===== src/rtl/minterm_lut_if.sv =====
// Handshake bundle for the minterm LUT engine: table load, evaluation and ON-set count.
// The engine uses the slave modport; the stimulus driver uses master.
interface minterm_lut_if #(
    parameter int N_IN = 7,
    parameter int W    = 8
);
    localparam int CW = N_IN + 1;

    logic            load_start;
    logic            load_valid;
    logic [W-1:0]    load_data;
    logic            load_ready;
    logic            in_valid;
    logic [N_IN-1:0] in_vec;
    logic            in_ready;
    logic            out_valid;
    logic            out;
    logic            cnt_start;
    logic            cnt_done;
    logic [CW-1:0]   cnt_value;
    logic            table_valid;

    modport master (
        output load_start, load_valid, load_data, in_valid, in_vec, cnt_start,
        input  load_ready, in_ready, out_valid, out, cnt_done, cnt_value, table_valid
    );

    modport slave (
        input  load_start, load_valid, load_data, in_valid, in_vec, cnt_start,
        output load_ready, in_ready, out_valid, out, cnt_done, cnt_value, table_valid
    );
endinterface


===== src/rtl/minterm_lut_engine.sv =====
// Run-time programmable N-input Boolean function: word-serial truth-table load,
// 1-cycle registered evaluation, and a full-table scan that counts the ON-set.
module minterm_lut_engine #(
    parameter int N_IN = 7,
    parameter int W    = 8
) (
    input  logic         clk,
    input  logic         rst_n,
    minterm_lut_if.slave bus
);
    localparam int DEPTH  = 1 << N_IN;
    localparam int NWORDS = DEPTH / W;
    localparam int CW     = N_IN + 1;
    localparam int PW     = (NWORDS > 1) ? $clog2(NWORDS) : 1;

    typedef enum logic [1:0] {EMPTY, LOADING, READY, SCAN} state_t;

    state_t          state_q, state_d;
    logic [DEPTH-1:0] table_q, table_d;
    logic [PW-1:0]   ptr_q, ptr_d;
    logic [N_IN-1:0] scan_addr_q, scan_addr_d;
    logic [CW-1:0]   cnt_q, cnt_d;
    logic            cnt_done_q, cnt_done_d;
    logic            out_q, out_d;
    logic            out_valid_q, out_valid_d;

    logic            eval_fire;
    logic            load_fire;
    logic            last_word;

    assign bus.load_ready  = (state_q == LOADING);
    assign bus.in_ready    = (state_q == READY);
    assign bus.table_valid = (state_q == READY) || (state_q == SCAN);
    assign bus.out_valid   = out_valid_q;
    assign bus.out         = out_q;
    assign bus.cnt_done    = cnt_done_q;
    assign bus.cnt_value   = cnt_q;

    // A load_start in LOADING restarts the load, so its same-cycle word is discarded.
    assign eval_fire = bus.in_valid && (state_q == READY);
    assign load_fire = bus.load_valid && (state_q == LOADING) && !bus.load_start;
    assign last_word = (ptr_q == PW'(NWORDS - 1));

    always_comb begin
        state_d     = state_q;
        table_d     = table_q;
        ptr_d       = ptr_q;
        scan_addr_d = scan_addr_q;
        cnt_d       = cnt_q;
        cnt_done_d  = 1'b0;
        out_valid_d = 1'b0;
        out_d       = out_q;

        if (eval_fire) begin
            out_valid_d = 1'b1;
            out_d       = table_q[bus.in_vec];
        end

        if (load_fire) begin
            table_d[int'(ptr_q) * W +: W] = bus.load_data;
        end

        case (state_q)
            EMPTY: begin
                if (bus.load_start) begin
                    ptr_d   = '0;
                    state_d = LOADING;
                end
            end
            LOADING: begin
                if (bus.load_start) begin
                    ptr_d = '0;
                end else if (load_fire) begin
                    if (last_word) begin
                        ptr_d   = '0;
                        state_d = READY;
                    end else begin
                        ptr_d = ptr_q + 1'b1;
                    end
                end
            end
            READY: begin
                if (bus.load_start) begin
                    ptr_d   = '0;
                    state_d = LOADING;
                end else if (bus.cnt_start) begin
                    cnt_d       = '0;
                    scan_addr_d = '0;
                    state_d     = SCAN;
                end
            end
            SCAN: begin
                // The address only wraps on the final read, which is also the exit cycle.
                cnt_d       = cnt_q + CW'(table_q[scan_addr_q]);
                scan_addr_d = scan_addr_q + 1'b1;
                if (scan_addr_q == '1) begin
                    cnt_done_d = 1'b1;
                    state_d    = READY;
                end
            end
            default: begin
                state_d = EMPTY;
            end
        endcase
    end

    always_ff @(posedge clk or negedge rst_n) begin
        if (!rst_n) begin
            state_q     <= EMPTY;
            table_q     <= '0;
            ptr_q       <= '0;
            scan_addr_q <= '0;
            cnt_q       <= '0;
            cnt_done_q  <= 1'b0;
            out_q       <= 1'b0;
            out_valid_q <= 1'b0;
        end else begin
            state_q     <= state_d;
            table_q     <= table_d;
            ptr_q       <= ptr_d;
            scan_addr_q <= scan_addr_d;
            cnt_q       <= cnt_d;
            cnt_done_q  <= cnt_done_d;
            out_q       <= out_d;
            out_valid_q <= out_valid_d;
        end
    end
endmodule


===== src/flat_wrapper.sv =====
// flat-port wrapper written by rule: the top's interface ports become plain ports
module minterm_lut_engine_flat 
#(
    parameter int N_IN = 7,
    parameter int W    = 8
)
  (clk, rst_n, bus_load_start, bus_load_valid, bus_load_data, bus_in_valid, bus_in_vec, bus_cnt_start, bus_load_ready, bus_in_ready, bus_out_valid, bus_out, bus_cnt_done, bus_cnt_value, bus_table_valid);
  minterm_lut_if #(.N_IN(N_IN), .W(W)) bus_i ();
  input  logic clk;
  input  logic rst_n;
  input wire logic [$bits(bus_i.load_start)-1:0] bus_load_start;
  input wire logic [$bits(bus_i.load_valid)-1:0] bus_load_valid;
  input wire logic [$bits(bus_i.load_data)-1:0] bus_load_data;
  input wire logic [$bits(bus_i.in_valid)-1:0] bus_in_valid;
  input wire logic [$bits(bus_i.in_vec)-1:0] bus_in_vec;
  input wire logic [$bits(bus_i.cnt_start)-1:0] bus_cnt_start;
  output wire logic [$bits(bus_i.load_ready)-1:0] bus_load_ready;
  output wire logic [$bits(bus_i.in_ready)-1:0] bus_in_ready;
  output wire logic [$bits(bus_i.out_valid)-1:0] bus_out_valid;
  output wire logic [$bits(bus_i.out)-1:0] bus_out;
  output wire logic [$bits(bus_i.cnt_done)-1:0] bus_cnt_done;
  output wire logic [$bits(bus_i.cnt_value)-1:0] bus_cnt_value;
  output wire logic [$bits(bus_i.table_valid)-1:0] bus_table_valid;
  assign bus_i.load_start = bus_load_start;
  assign bus_i.load_valid = bus_load_valid;
  assign bus_i.load_data = bus_load_data;
  assign bus_i.in_valid = bus_in_valid;
  assign bus_i.in_vec = bus_in_vec;
  assign bus_i.cnt_start = bus_cnt_start;
  assign bus_load_ready = bus_i.load_ready;
  assign bus_in_ready = bus_i.in_ready;
  assign bus_out_valid = bus_i.out_valid;
  assign bus_out = bus_i.out;
  assign bus_cnt_done = bus_i.cnt_done;
  assign bus_cnt_value = bus_i.cnt_value;
  assign bus_table_valid = bus_i.table_valid;
  minterm_lut_engine #(.N_IN(N_IN), .W(W)) u_core (.clk(clk), .rst_n(rst_n), .bus(bus_i));
endmodule

===== config.mk =====
export PLATFORM = sky130hd
export DESIGN_NAME = minterm_lut_engine_flat
export DESIGN_NICKNAME = d
export VERILOG_FILES = /design/src/rtl/minterm_lut_if.sv /design/src/rtl/minterm_lut_engine.sv /design/src/flat_wrapper.sv
export SDC_FILE = /design/constraint.sdc
export NUM_CORES = 1
export LEC_CHECK = 0
export CAP_MARGIN = 5
export CORE_UTILIZATION = 45
export CTS_BUF_LIST = sky130_fd_sc_hd__clkbuf_8 sky130_fd_sc_hd__clkbuf_16
export CTS_CLUSTER_DIAMETER = 40
export DETAILED_ROUTE_END_ITERATION = 16
export PLACE_DENSITY = 0.61
export SLEW_MARGIN = 40
export SYNTH_ARGS = -nofsm -noshare
export SYNTH_HDL_FRONTEND = slang
export SYNTH_SLANG_ARGS = --single-unit

===== constraint.sdc =====
create_clock -name clk -period 9.15 [get_ports clk]
set_input_delay 1.3725 -clock clk [delete_from_list [all_inputs] [get_ports clk]]
set_output_delay 1.3725 -clock clk [all_outputs]
set_load 0.1 [all_outputs]

==> results.cfg <==
[placed_design]
dp_cells = 986
placed_area_um2 = 8910
place.gp.congestion = 0.873
place_worst_setup_slack_ns = 4.91
hpwl_mm = 15.6
port_buffers = 34

[setup_path]
max_stage_delay_ns = 0.85
startpoint_type = input pin
reg2reg_depth = 12
worstSetupStartpoint = bus_load_start
r2r-start = u_core.scan_addr_q[0]$_DFFE_PN0P_
cp-endpoint = u_core.table_q[17]$_DFFE_PN0P_
cp-end-kind = flip-flop
cp_max_fo = 19
required_ns = 9.47
crit_arrival_ns = 4.18
timing.rr.end = u_core.bus.cnt_value[4]$_DFFE_PN0P_
r2r_slack_ns = 5.29
path_cells = clkdlybuf4s50_1 > and4bb_2 > nand3_1 > nor2_1 > mux2_2
cp_slowest_cell = nor2_1
crit_type = in2reg

[drt]
wl_met2_mm = 11.3
dr_wl_met3_mm = 1.56
routed_wl_mm = 23.5
top_layer = met4
antenna_left = 0
via_count = 6508
drc = 0
first_iter_violations = 576
m1WireLength_mm = 10.0
vias_per_cell = 6.39
wire_per_inst_um = 23.1
firstDrtPassIters = 8

[layout]
fin_area_um2 = 9550
area_growth_syn_to_layout_pct = 12.5
nets = 803
stdcell_count = 1018
n_antenna_cell = 0
drive_gt1_share_pct = 21.9

[floorplanning]
num_rows = 49
start_util_pct = 46.6
die_width_um = 139
core_um2 = 18200
dieArea_um2 = 19400
pin_count = 35
die_h_um = 139

[sta]
final.setup.tns_ns = 0
worst_pin_slew_ns = 0.834
setup_ws_ns = 5.29
slew_viol_final = 0
setup_viol = 0
period_share_pct = 42.2
max_freq_mhz = 259
period_minus_slack_ns = 3.86
rsz0062_at_grt = false
clock_skew_ns = 0.00805
hold_viol_final = 0
relSlewSlack_pct = 44.0

[worst_hold_path]
hold_start = u_core.table_q[120]$_DFFE_PN0P_
worst_hold_path_type = reg2reg

[cts]
cts_tree = built
post_cts_buffers = 0
max-clock-path-buffers = 2
cts-root-buf = clkbuf_16
numCtsBuffers = 17
cts-resized-gates = 0
clock_sinks = 152
clkTransAtPathRegs_ns = 0.06
htree_levels = 4
insertion_delay_ns = 0.44
holdBufCountCts = 0

[yosys]
ys_types = 48
syn_area_um2 = 8490
synth.yosys.seq_area_share_pct = 44.8
ys.flop_type = dfrtp_1
synth_cells = 767
ys_seq_elements = 152
synth_edf_count = 0
yosysWarnings = 0
async_reset_ff_share_pct = 100
avgSynthCellArea_um2 = 11.1
synth_fp_nets = 794

[pwr]
cellPowerDensity_nw_per_um2 = 258
leakage_uw = 0.00407
ir_drop_uv = 180

[global_routing]
grt_max_degree = 81
grt_pass1_wl_mm = 37.1
grt-ovfl-total = 0
grt_pass1_vias = 6338
antenna_found_initial = 0
grtUsageTotal_pct = 25.5

[run_status]
outcome = finished, final reports clean

[run]
maxCapViolations = 0
[cell families after synthesis]
family	Yosys count	share of synthesized area, %
and+or+nand+nor	226	12.1
AOI/OAI and AO/OA	157	11.0
DFF	152	44.8
muxes	116	25.3
buffers and inverters	100	4.94
xor gates and xnor gates	10	1.03
adders and majority gates	6	0.884
[Yosys cell counts, types with 7 or more instances]
| master | n | share of area [%] |
|---|---|---|
| o21ai_0 | 97 | 5.7 |
| mux2_2 | 34 | 4.5 |
| mux2i_1 | 9 | 1.1 |
| clkbuf_1 | 43 | 1.9 |
| a21oi_1 | 12 | 0.71 |
| mux4_1 | 8 | 2.5 |
| mux4_2 | 65 | 17 |
| nand2_1 | 105 | 4.6 |
| o41ai_1 | 18 | 1.9 |
| inv_1 | 41 | 1.8 |
| buf_2 | 7 | 0.41 |
| nand3_1 | 49 | 2.9 |
| xor2_1 | 8 | 0.83 |
| dfrtp_1 | 152 | 45 |
| o31ai_1 | 8 | 0.71 |
| nor3_1 | 7 | 0.41 |
| nor2_1 | 36 | 1.6 |
[layout make-up]
class,instances,area (um2)
clock inverters,15,200
repair buffers,48,373
well taps,229,287
flip-flops and latches,152,3810
multi-input cells,515,4310
fillers,1529,8650
clock buffers,17,425
inverters,42,158
[worst max-delay path, delay by kind of cell]
kind | cells | cell delay (ns)
mux | 1 | 0.42
simple gates | 3 | 1.85
buf+inv | 1 | 0.53
[worst min path at each step]
stage | to | depth (start not counted)
after floorplan | u_core.table_q[57]$_DFFE_PN0P_ | 2
after global placement | u_core.table_q[122]$_DFFE_PN0P_ | 2
after detailed placement | u_core.table_q[113]$_DFFE_PN0P_ | 2
after CTS | u_core.table_q[113]$_DFFE_PN0P_ | 2
after global routing | u_core.table_q[113]$_DFFE_PN0P_ | 2
final | u_core.table_q[120]$_DFFE_PN0P_ | 2
[power by group]
| part | total, uW | switching (uW) | internal [uW] |
|---|---|---|---|
| Sequential | 868 | 121 | 747 |
| Clock | 756 | 299 | 457 |
| Combinational | 837 | 569 | 269 |
| Total | 2460 | 988 | 1470 |
[layer usage]
| metal | global-route usage [%] | vias up |
|---|---|---|
| met3 | 5.64 | 58 |
| met5 | 0 | - |
| met2 | 40.5 | 259 |
| met4 | 9.47 | 0 |
| li1 | - | 2843 |
| met1 | 34.4 | 3348 |
[metrics by stage]
step | util, % | total power (uW) | hold WS, ns
final | 52.5 | 2460 | 0.505
after global routing | 52.5 | 2570 | 0.534
after CTS | 52.3 | 2450 | 0.508
after detailed placement | 48.9 | 1700 | 0.495
after global placement | 49.2 | 1690 | 0.479
after floorplan | - | 1470 | 0.458
[flip-flops by register name, summed over array words and instances (netlist names)]
register / cells
u_core.table_q: 128
u_core.bus.cnt_value: 8
u_core.scan_addr_q: 7
u_core.ptr_q: 4
u_core.state_q: 2
u_core.bus.cnt_done: 1
u_core.bus.out: 1
u_core.bus.out_valid: 1
[cell usage in the layout, fill, tap and decap left out, drive strengths merged, types with 4 or more instances in the layout]
master         instances
dfrtp                152
nand2                105
o21ai                 98
mux4                  73
nand3                 49
inv                   45
nor2                  36
mux2                  34
buf                   31
o41ai                 18
clkbuf                17
clkdlybuf4s50         17
a21oi                 12
mux2i                  9
nor3                   9
xor2                   8
o31ai                  8
nor2b                  6
nand3b                 6
ha                     6
a211oi                 5
clkinv                 5
bufinv                 4
Power figures use the tool's default switching activity.
